### src/rtl/add_seq_n.sv
`default_nettype none
// ============================================================================
// Module  : add_seq_n
// Brief   : Multi-cycle WIDTH-bit adder/subtractor, CHUNK bits per clock,
//           with start/busy/done handshake and registered sum/cout/ovf.
// Revision: 1.0 - initial release
// ============================================================================
module add_seq_n #(
  parameter int WIDTH = 32,
  parameter int CHUNK = 4
) (
  input  logic             clk,
  input  logic             rst,
  input  logic             start,
  input  logic             sub,
  input  logic [WIDTH-1:0] a,
  input  logic [WIDTH-1:0] b,
  input  logic             cin,
  output logic             busy,
  output logic             done,
  output logic [WIDTH-1:0] sum,
  output logic             cout,
  output logic             ovf
);

  localparam int NCHUNK = WIDTH / CHUNK;
  localparam int CW     = (NCHUNK > 1) ? $clog2(NCHUNK) : 1;

  localparam logic [CW-1:0] c_last_cnt = CW'(NCHUNK - 1);
  localparam logic [0:0]    c_idle     = 1'b0;
  localparam logic [0:0]    c_run      = 1'b1;

  generate
    if (CHUNK < 1 || (WIDTH % CHUNK) != 0) begin : g_bad_params
      $error("add_seq_n: WIDTH must be a positive multiple of CHUNK");
    end
  endgenerate

  logic [0:0]       r_state;
  logic [WIDTH-1:0] r_a_sh;
  logic [WIDTH-1:0] r_b_sh;
  logic [WIDTH-1:0] r_res_sh;
  logic             r_carry;
  logic [CW-1:0]    r_cnt;

  logic [CHUNK:0]         w_chunk;
  logic                   w_msb_cin;
  logic [WIDTH+CHUNK-1:0] w_cat;
  logic [WIDTH-1:0]       w_res_next;

  assign w_chunk = {1'b0, r_a_sh[CHUNK-1:0]} + {1'b0, r_b_sh[CHUNK-1:0]}
                 + {{CHUNK{1'b0}}, r_carry};

  // On the last chunk, bit CHUNK-1 of the chunk is result bit WIDTH-1;
  // recover the carry into it from the sum bit and its two addend bits.
  assign w_msb_cin  = r_a_sh[CHUNK-1] ^ r_b_sh[CHUNK-1] ^ w_chunk[CHUNK-1];

  assign w_cat      = {w_chunk[CHUNK-1:0], r_res_sh};
  assign w_res_next = WIDTH'(w_cat >> CHUNK);

  always_ff @(posedge clk or posedge rst) begin
    if (rst) begin
      r_state  <= c_idle;
      r_a_sh   <= '0;
      r_b_sh   <= '0;
      r_res_sh <= '0;
      r_carry  <= 1'b0;
      r_cnt    <= '0;
      busy     <= 1'b0;
      done     <= 1'b0;
      sum      <= '0;
      cout     <= 1'b0;
      ovf      <= 1'b0;
    end else begin
      done <= 1'b0;
      case (r_state)
        c_idle: begin
          if (start) begin
            r_a_sh  <= a;
            r_b_sh  <= sub ? ~b : b;
            r_carry <= sub ? 1'b1 : cin;
            r_cnt   <= '0;
            busy    <= 1'b1;
            r_state <= c_run;
          end
        end
        c_run: begin
          r_res_sh <= w_res_next;
          r_a_sh   <= r_a_sh >> CHUNK;
          r_b_sh   <= r_b_sh >> CHUNK;
          r_carry  <= w_chunk[CHUNK];
          r_cnt    <= r_cnt + 1'b1;
          if (r_cnt == c_last_cnt) begin
            sum     <= w_res_next;
            cout    <= w_chunk[CHUNK];
            ovf     <= w_msb_cin ^ w_chunk[CHUNK];
            done    <= 1'b1;
            busy    <= 1'b0;
            r_state <= c_idle;
          end
        end
      endcase
    end
  end

endmodule
`default_nettype wire
### config.mk
export PLATFORM = sky130hd
export DESIGN_NAME = add_seq_n
export DESIGN_NICKNAME = d
export VERILOG_FILES = /design/src/rtl/add_seq_n.sv
export SDC_FILE = /design/constraint.sdc
export NUM_CORES = 1
export LEC_CHECK = 0
export ABC_AREA = 1
export ABC_CLOCK_PERIOD_IN_PS = 5650
export CAP_MARGIN = 20
export CELL_PAD_IN_SITES_DETAIL_PLACEMENT = 0
export CELL_PAD_IN_SITES_GLOBAL_PLACEMENT = 2
export CORE_MARGIN = 3
export CORE_UTILIZATION = 32
export CTS_BUF_LIST = sky130_fd_sc_hd__clkbuf_16
export DETAILED_ROUTE_END_ITERATION = 10
export PLACE_DENSITY_LB_ADDON = 0.1
export SYNTH_ARGS = -nofsm -noshare
export SYNTH_HDL_FRONTEND = slang
export SYNTH_SLANG_ARGS = --single-unit
### constraint.sdc
create_clock -name clk -period 5.65 [get_ports clk]
set_clock_uncertainty 0.15 [all_clocks]
set_input_delay 0.565 -clock clk [delete_from_list [all_inputs] [get_ports clk]]
set_output_delay 0.565 -clock clk [all_outputs]
set_load 0.1 [all_outputs]
# After elaboration in Yosys (flattened, before gate mapping)
# Cells that the tools add are included.
dict set report classes {
  eq_ne 3
  n_addsub 3
  reduce_logical 2
  bitwise 5
  n_mux 18
}
# cell count
set op_table {}
lappend op_table {{32-bit case mux with 2 select lines} 2}
lappend op_table {{32-bit 2-to-1 mux} 3}
lappend op_table {{32-bit inverter} 1}
lappend op_table {{1-bit 2-to-1 mux} 8}
lappend op_table {{1-bit case mux with 2 select lines} 3}
lappend op_table {{3-bit case mux with 2 select lines} 1}
lappend op_table {{4-bit by 4-bit adder with 5-bit output} 1}
lappend op_table {{5-bit by 1-bit adder with 5-bit output} 1}
lappend op_table {{2-bit AND reduction} 2}
lappend op_table {{3-bit by 1-bit adder with 3-bit output, second input constant} 1}
lappend op_table {{3-bit == test, second input constant} 1}
lappend op_table {{3-bit 2-to-1 mux} 1}
lappend op_table {{1-bit XOR} 3}
lappend op_table {{2-bit by 1-bit inequality test with 1-bit output, second input constant} 1}
lappend op_table {{2-bit inequality test, second input constant} 1}
lappend op_table {{1-bit inverter} 1}
dict set report totals {
  inputBits 69
  wordCells 42
  output_inout_bits 36
  reg_bits 137
}

# Longest topological paths before layout
# Gate-level depths: netlist of run 1.
dict set report depth {
  word_depth 4
  ltp_mapped 10
  mapped_depth_nobuf 10
}

# Worst setup path before layout of run 1
# OpenSTA, ideal clock, no wires.
dict set report synth_path {
  kind {reg-to-reg}
  startpoint {register r_a_sh[0]}
  endpoint {register ovf}
  required_time_ps 5380
  path_buffers 0
  setup_slack_ps 3812
  period_less_slack_ps 1838
  t_arrival_ps 1569
  path_stages_with_launch 10
  setup_time_ps 120
  path_cell_list {dfrtp_1 inv_1 fa_1 fa_1 inv_1 nand3_1 nand2_1 nand2_1 nand3_1 nand2_1}
}
dict set report synth_between {
  elab_chain_cells 4
}
# item line
set synth_lines {}
lappend synth_lines {{start, declared} 40} ;# logic [WIDTH-1:0] r_a_sh;
lappend synth_lines {{start signal, assigned} 89} ;# r_a_sh <= r_a_sh >> CHUNK;
lappend synth_lines {{4-bit by 4-bit adder with 5-bit output *} 51} ;# assign w_chunk = {1'b0, r_a_sh[CHUNK-1:0]} + {1'b0, r_b_sh[CHUNK-1:0]}
lappend synth_lines {{5-bit by 1-bit adder with 5-bit output *} 52} ;# + {{CHUNK{1'b0}}, r_carry};
lappend synth_lines {{1-bit XOR} 56} ;# assign w_msb_cin = r_a_sh[CHUNK-1] ^ r_b_sh[CHUNK-1] ^ w_chunk[CHUNK-1];
lappend synth_lines {{1-bit XOR *} 96} ;# ovf <= w_msb_cin ^ w_chunk[CHUNK];
lappend synth_lines {{end signal, assigned} 96}
lappend synth_lines {{end, declared} 23} ;# output logic ovf
# Mark *: on every way between the ends. The rest lies on a longest branch, timed or not.
# A chain may end at the register's enable or synchronous reset.

# Worst setup path after layout of run 1
dict set report layout_path {
  startpoint {register r_state}
  endpoint {register r_b_sh[24]}
}
dict set report layout_between {
  elab_chain_cells 2
  elab_cells_between_ends 3
  cone_classes {eq/ne (1); mux (1); bitwise (1)}
}
# item line
set layout_lines {}
lappend layout_lines {{start, declared} 39} ;# logic [0:0] r_state;
lappend layout_lines {{start signal, assigned} 63} ;# r_state <= c_idle;
lappend layout_lines {{start signal, assigned} 84} ;# r_state <= c_run;
lappend layout_lines {{start signal, assigned} 99} ;# r_state <= c_idle;
lappend layout_lines {{1-bit inverter} n/a}
lappend layout_lines {{32-bit case mux with 2 select lines / 2-bit inequality test (equally long branches)} n/a}
lappend layout_lines {{end signal, assigned} 80} ;# r_b_sh <= sub ? ~b : b;
lappend layout_lines {{end signal, assigned} 90} ;# r_b_sh <= r_b_sh >> CHUNK;
lappend layout_lines {{end, declared} 41} ;# logic [WIDTH-1:0] r_b_sh;
# Several ways; a longest one is shown, not always the timed one.

==> results of run 1 <==
==> final timing paths <==
path / slack (ns) / end / startpoint
min reg2reg: 0.33 / sum[28] / sum[28]
max reg2reg: 2.99 / r_b_sh[24] / r_state
max: 2.99 / r_b_sh[24] / r_state
min in group asynchronous: 0.54 / sum[22] / rst
min: 0.33 / sum[28] / sum[28]
max in group asynchronous: 3.69 / r_res_sh[27] / rst
==> layout make-up <==
class / count / share of cell area [%]
inverters: 49 / 2.53
clock inverters: 15 / 2.60
flip-flops and latches: 133 / 44.7
clock buffers: 17 / 5.70
multi-input cells: 366 / 26.3
well taps: 220 / 3.69
repair buffers: 108 / 14.5
==> power breakdown <==
group	internal, mW	switching [mW]	total [mW]
logic	0.536	1.33	1.87
registers	1.33	0.253	1.58
clock network	0.769	0.388	1.16
==> placed cells by master (no fill, tap or decap), types with 2 or more instances in the layout <==
master,instances
a22oi_1,31
ha_1,5
clkbuf_16,17
o211ai_1,15
nor2_4,2
nand3_1,14
nand2_1,156
xnor2_1,32
clkinv_2,2
bufinv_16,5
inv_1,48
o21ai_0,81
clkinv_1,6
a22o_1,2
clkdlybuf4s50_1,103
nor2_1,6
fa_1,2
o21ai_1,14
dfrtp_1,132
buf_4,3
==> critical path: stages (launching register included) <==
cell,delay (ns)
dfrtp_4,0.71
nor2_4,0.71
inv_1,0.64
o21ai_0,0.31
==> state kept, by name (all words and copies together), names as in the netlist <==
name,cells
r_cnt,3
sum,32
r_state,1
r_a_sh,32
ovf,1
r_res_sh,28
r_carry,1
busy,1
cout,1
done,1
r_b_sh,32
==> metal layers <==
metal / global-route usage, % / share of wire (%) / wire length (microns)
met4: 3.71 / 0.87 / 112
met3: 4.17 / 4.9 / 634
met2: 21.4 / 47 / 6090
met5: 0 / 0 / 0
met1: 19.0 / 47 / 6000
==> logic make-up after synthesis <==
kind of cell,share of synthesized area [%]
adders and majority gates,1.81
buffers and inverters,6.52
AOI/OAI and AO/OA,15.1
DFF,58.8
xor gates and xnor gates,5.11
and+or+nand+nor,12.7
==> per-stage QoR <==
step / area (sq um) / utilization, % / instances / worst slack, ns
5_1_grt: 7460 / 44.0 / 908 / 2.70
2_1_floorplan: 5660 / - / 583 / 1.38
3_5_place_dp: 6820 / 40.3 / 875 / 2.59
3_3_place_gp: 6820 / 40.3 / 875 / 2.66
4_1_cts: 7440 / 43.9 / 907 / 2.94
6_report: 7460 / 44.0 / 908 / 2.99
==> results.py, run 1 <==
metrics = {
    "final_layout": {
        "register_area_sq_um": 3330,
        "drive_above_1_share_pct": 5.38,
        "fin_nets": 751,
        "syn_to_final_growth_pct": 31.9,
        "num_antenna_cells": 0,
        "nFillCells": 1629,
        "multiInputGateArea_sq_um": 1960,
    },
    "power": {
        "p_total_mw": 4.61,
        "vdd_drop_max_uv": 390,
        "powerDensity_nw_per_um2": 618,
        "power.leakage_nw": 3.27,
    },
    "yosys": {
        "syn_inst": 583,
        "async_reset_ff_share_pct": 100,
        "synth_area_sq_um": 5660,
        "synthFlopType": "dfrtp_1",
        "synth.most_common_cell": "nand2_1",
        "ys_ff_latch": 133,
        "synth_largest_area_cell": "dfrtp_1",
        "synth_top_area_share_pct": 58.8,
        "syn_nets": 659,
        "ys_warn_count": 0,
        "synth_edf_count": 0,
        "synthTopCellsByArea": "dfrtp_1 (59%), nand2_1 (10%), o21ai_0 (7.2%)",
        "ys_seq_area_share_pct": 58.8,
        "syn_area_per_cell_sq_um": 9.70,
        "synth_cell_type_count": 27,
        "synth_commonest_cells": "nand2_1 (156), dfrtp_1 (133), o21ai_0 (81)",
    },
    "clock_tree": {
        "cts_tree": "built",
        "post-cts-setup-buffer-count": 0,
        "holdBufCountCts": 0,
        "root_buffer": "clkbuf_16",
        "clk_pin_slew_ns": 0.06,
        "cts_buffer_depth": 2,
        "cts_resized": 0,
        "clock_latency_ns": 0.41,
        "cts.sinks": 133,
        "cts_inserted_buffers": 17,
        "htreeDepth": 4,
    },
    "setup_path": {
        "critPathMaxFanout": 52,
        "crit_path_end_kind": "register",
        "path_class": "register to register",
        "worstSetupStartpointType": "register",
        "reg2regPathDepth": 3,
        "cp.required_ns": 5.82,
        "crit_arrival_ns": 2.83,
    },
    "hold_path": {
        "min-delay-path-class": "register to register",
        "holdPathStages": 2,
    },
    "die": {
        "initial_core_util_pct": 33.4,
        "die-area_sq_um": 19300,
        "fp.coreArea_sq_um": 16900,
        "top_level_ports": 105,
        "die_w_microns": 139,
        "placementRows": 47,
        "fp.dieH_microns": 139,
    },
    "sta": {
        "fin_crit_ns": 2.66,
        "rsz0062_at_grt": "false",
        "holdWs_ns": 0.332,
        "fin_tns_setup_ns": 0,
        "tightestPinTransition_ns": 0.986,
        "timing.fmax_ghz": 0.376,
        "finalHoldViolations": 0,
        "min_period_over_period_pct": 47.0,
        "maxSlewViolCount": 0,
        "setup_viol_count_final": 0,
        "worst_slew_margin_rel_pct": 34.1,
    },
    "global_route": {
        "grt_pass1_wl_mm": 21.8,
        "grt_max_degree": 87,
        "grt.total_usage_pct": 13.8,
        "antenna_found_initial": 0,
        "grt_overflow": 0,
        "grt_pass1_vias": 4316,
    },
    "routing": {
        "first_iter_violations": 242,
        "drt-total-wl_mm": 12.8,
        "wl_per_cell_microns": 14.1,
        "ant_nets": 0,
        "drt_pass1_iterations": 4,
        "drt-vias-per-instance": 4.60,
        "vias": 4180,
        "drc": 0,
    },
    "run_status": {
        "status": "finished clean",
    },
    "placed_design": {
        "place_hpwl_mm": 8.30,
        "portBuffers": 104,
        "gp_congestion": 0.751,
    },
    "flow_run": {
        "max-cap-violations": 0,
    },
}
(Power assumes the default switching activity.)
==> run 2, diff against run 1 <==
- ABC_CLOCK_PERIOD_IN_PS: 5650 -> 2300
- CORE_UTILIZATION: 32 -> 29
- clock period: 5.65 -> 2.3 ns (I/O delays scaled with it)
==> run 2 against run 1 <==
Against the previous run:
- combinational power rose to 2.5 times the previous value
- sequential power up 140%
- routed wire length rose by 6.8%
- maximum frequency is 34% higher
- sequential share of layout area shrank 0.37 points
- global-route usage decreased by 0.24 points
- non-clock buffer count grew 9
- register-to-register slack got worse by 2.7 ns
- clock-buffer cell count is the same
- core utilization is 4.4 points lower
- first-iteration DRC count fell by 21%
- critical endpoint is now ovf
==> results.py, run 2 (same netlist as run 1, synthesis figures left out) <==
metrics = {
    "global_route": {
        "antenna_found_initial": 1,
        "grt_pass1_vias": 4500,
        "grt_max_degree": 110,
        "grt_pass1_wl_mm": 23.2,
        "grt_overflow": 0,
        "grt.total_usage_pct": 13.6,
    },
    "sta": {
        "tightestPinTransition_ns": 0.639,
        "fin_ws_ns": 0.315,
        "fin_tns_setup_ns": 0,
        "maxSlewViolCount": 0,
        "setup_viol_count_final": 0,
        "timing.fmax_ghz": 0.504,
        "finalHoldViolations": 0,
        "min_period_over_period_pct": 86.3,
        "fin_crit_ns": 1.99,
        "worst_slew_margin_rel_pct": 57.4,
        "rsz0062_at_grt": "false",
    },
    "final_layout": {
        "design_area_sq_um": 7520,
        "final_common_cell": "nand2_1",
        "multiInputGateArea_sq_um": 1960,
        "register_area_sq_um": 3330,
        "syn_to_final_growth_pct": 33.0,
        "num_antenna_cells": 0,
        "reg.largest.list": "r_a_sh: 32 flops, r_b_sh: 32 flops, sum: 32 flops",
        "nFillCells": 1953,
        "utilization_pct": 39.7,
        "layout_common_cells": "nand2_1 (156), dfrtp_1 (132), o21ai_0 (81)",
        "drive_above_1_share_pct": 11.9,
        "fin_nets": 760,
    },
    "hold_path": {
        "min-delay-path-class": "primary input to async pin",
    },
    "setup_path": {
        "crit_arrival_ns": 2.13,
        "r2r_slack_ns": 0.31,
        "cp.depth": 9,
        "slowest_stage": "fa_1",
        "cpPeakStageDelay_ns": 0.47,
        "critPathMaxFanout": 3,
        "crit_buf_inv": 2,
        "crit_chain": "inv_1, fa_1, fa_1, inv_1, nand3_1, nand2_1, nand2_1, nand3_1, nand2_1",
        "path_class": "register to register",
        "setup.worst_path.end": "ovf",
        "cp.required_ns": 2.45,
        "reg2regPathDepth": 9,
        "r2r_start": "r_a_sh[0]",
        "cp-startpoint": "r_a_sh[0]",
        "r2r-end": "ovf",
        "crit_path_end_kind": "register",
        "cp_common_cell": "nand2_1",
        "worstSetupStartpointType": "register",
        "cp_top_family": "adder cells",
    },
    "routing": {
        "drt_pass1_iterations": 5,
        "drt-total-wl_mm": 13.7,
        "wl_per_cell_microns": 14.3,
        "first_iter_violations": 190,
        "ant_nets": 0,
        "drc": 0,
        "drt-vias-per-instance": 4.48,
        "vias": 4286,
    },
    "power": {
        "vdd_drop_max_uv": 617,
        "p_total_mw": 11.5,
        "power.leakage_nw": 3.39,
        "powerDensity_nw_per_um2": 1520,
    },
    "flow_run": {
        "max-cap-violations": 0,
    },
    "die": {
        "fp.dieH_microns": 146,
        "fp.coreArea_sq_um": 19000,
        "top_level_ports": 105,
        "die_w_microns": 146,
        "placementRows": 50,
        "initial_core_util_pct": 29.8,
        "die-area_sq_um": 21200,
    },
    "clock_tree": {
        "cts.sinks": 133,
        "post-cts-setup-buffer-count": 0,
        "cts_tree": "built",
        "cts_buffer_depth": 2,
        "clock_latency_ns": 0.41,
        "htreeDepth": 4,
        "clk_pin_slew_ns": 0.05,
        "cts_resized": 0,
        "root_buffer": "clkbuf_16",
        "cts_inserted_buffers": 17,
        "holdBufCountCts": 0,
    },
    "run_status": {
        "status": "finished clean",
    },
    "placed_design": {
        "gp_congestion": 0.700,
        "portBuffers": 104,
        "post-place-ws_ns": 0.314,
        "place_hpwl_mm": 9.02,
        "placed_area_sq_um": 6880,
    },
}
-- run 2: report_power, final --
group | leakage, nW | internal [mW] | total, mW | switching [mW]
Sequential | 1.74 | 3.27 | 3.78 | 0.511
Combinational | 1.32 | 1.27 | 4.69 | 3.42
Clock | 0.323 | 2.00 | 2.99 | 0.989
Total | 3.39 | 6.54 | 11.5 | 4.92
-- run 2: per-layer routing --
| layer | vias to the layer above | share of wire (%) | wire length [microns] | GRT usage, % |
|---|---|---|---|---|
| met5 | - | 0.095 | 13 | 0 |
| met4 | 2 | 1.8 | 244 | 5.41 |
| met3 | 22 | 4.5 | 611 | 3.61 |
| met2 | 94 | 46 | 6310 | 21.1 |
| met1 | 2053 | 48 | 6530 | 18.1 |
| li1 | 2115 | - | - | - |
-- run 2: how the worst min path moves through the flow --
stage	depth (start not counted)	slack, ns	to	from
final	3	0.12	busy	rst
after global routing	3	0.17	r_a_sh[5]	rst
after CTS	3	0.13	r_a_sh[12]	rst
after detailed placement	2	0.32	r_a_sh[31]	r_a_sh[31]
after global placement	2	0.31	r_a_sh[31]	r_a_sh[31]
after floorplan	2	0.19	r_a_sh[31]	a[31]
-- run 2: per-stage QoR --
stage | hold slack, ns | cells
after floorplan | 0.190 | 583
after global placement | 0.312 | 925
after detailed placement | 0.316 | 925
after CTS | 0.130 | 957
after global routing | 0.170 | 957
final | 0.125 | 957
-- run 2: final cells by class --
type | count | area share [%]
clock buffer | 17 | 5.66
sequential | 133 | 44.3
multi-input combinational | 366 | 26.1
inverter | 49 | 2.50
tap | 260 | 4.33
clock inverter | 15 | 2.89
timing repair buffer | 117 | 14.2
-- run 2: worst min-delay path, stage by stage --
cell and delay [ns]:
clkdlybuf4s50_1 0.44, clkinvlp_4 0.10, buf_4 0.31
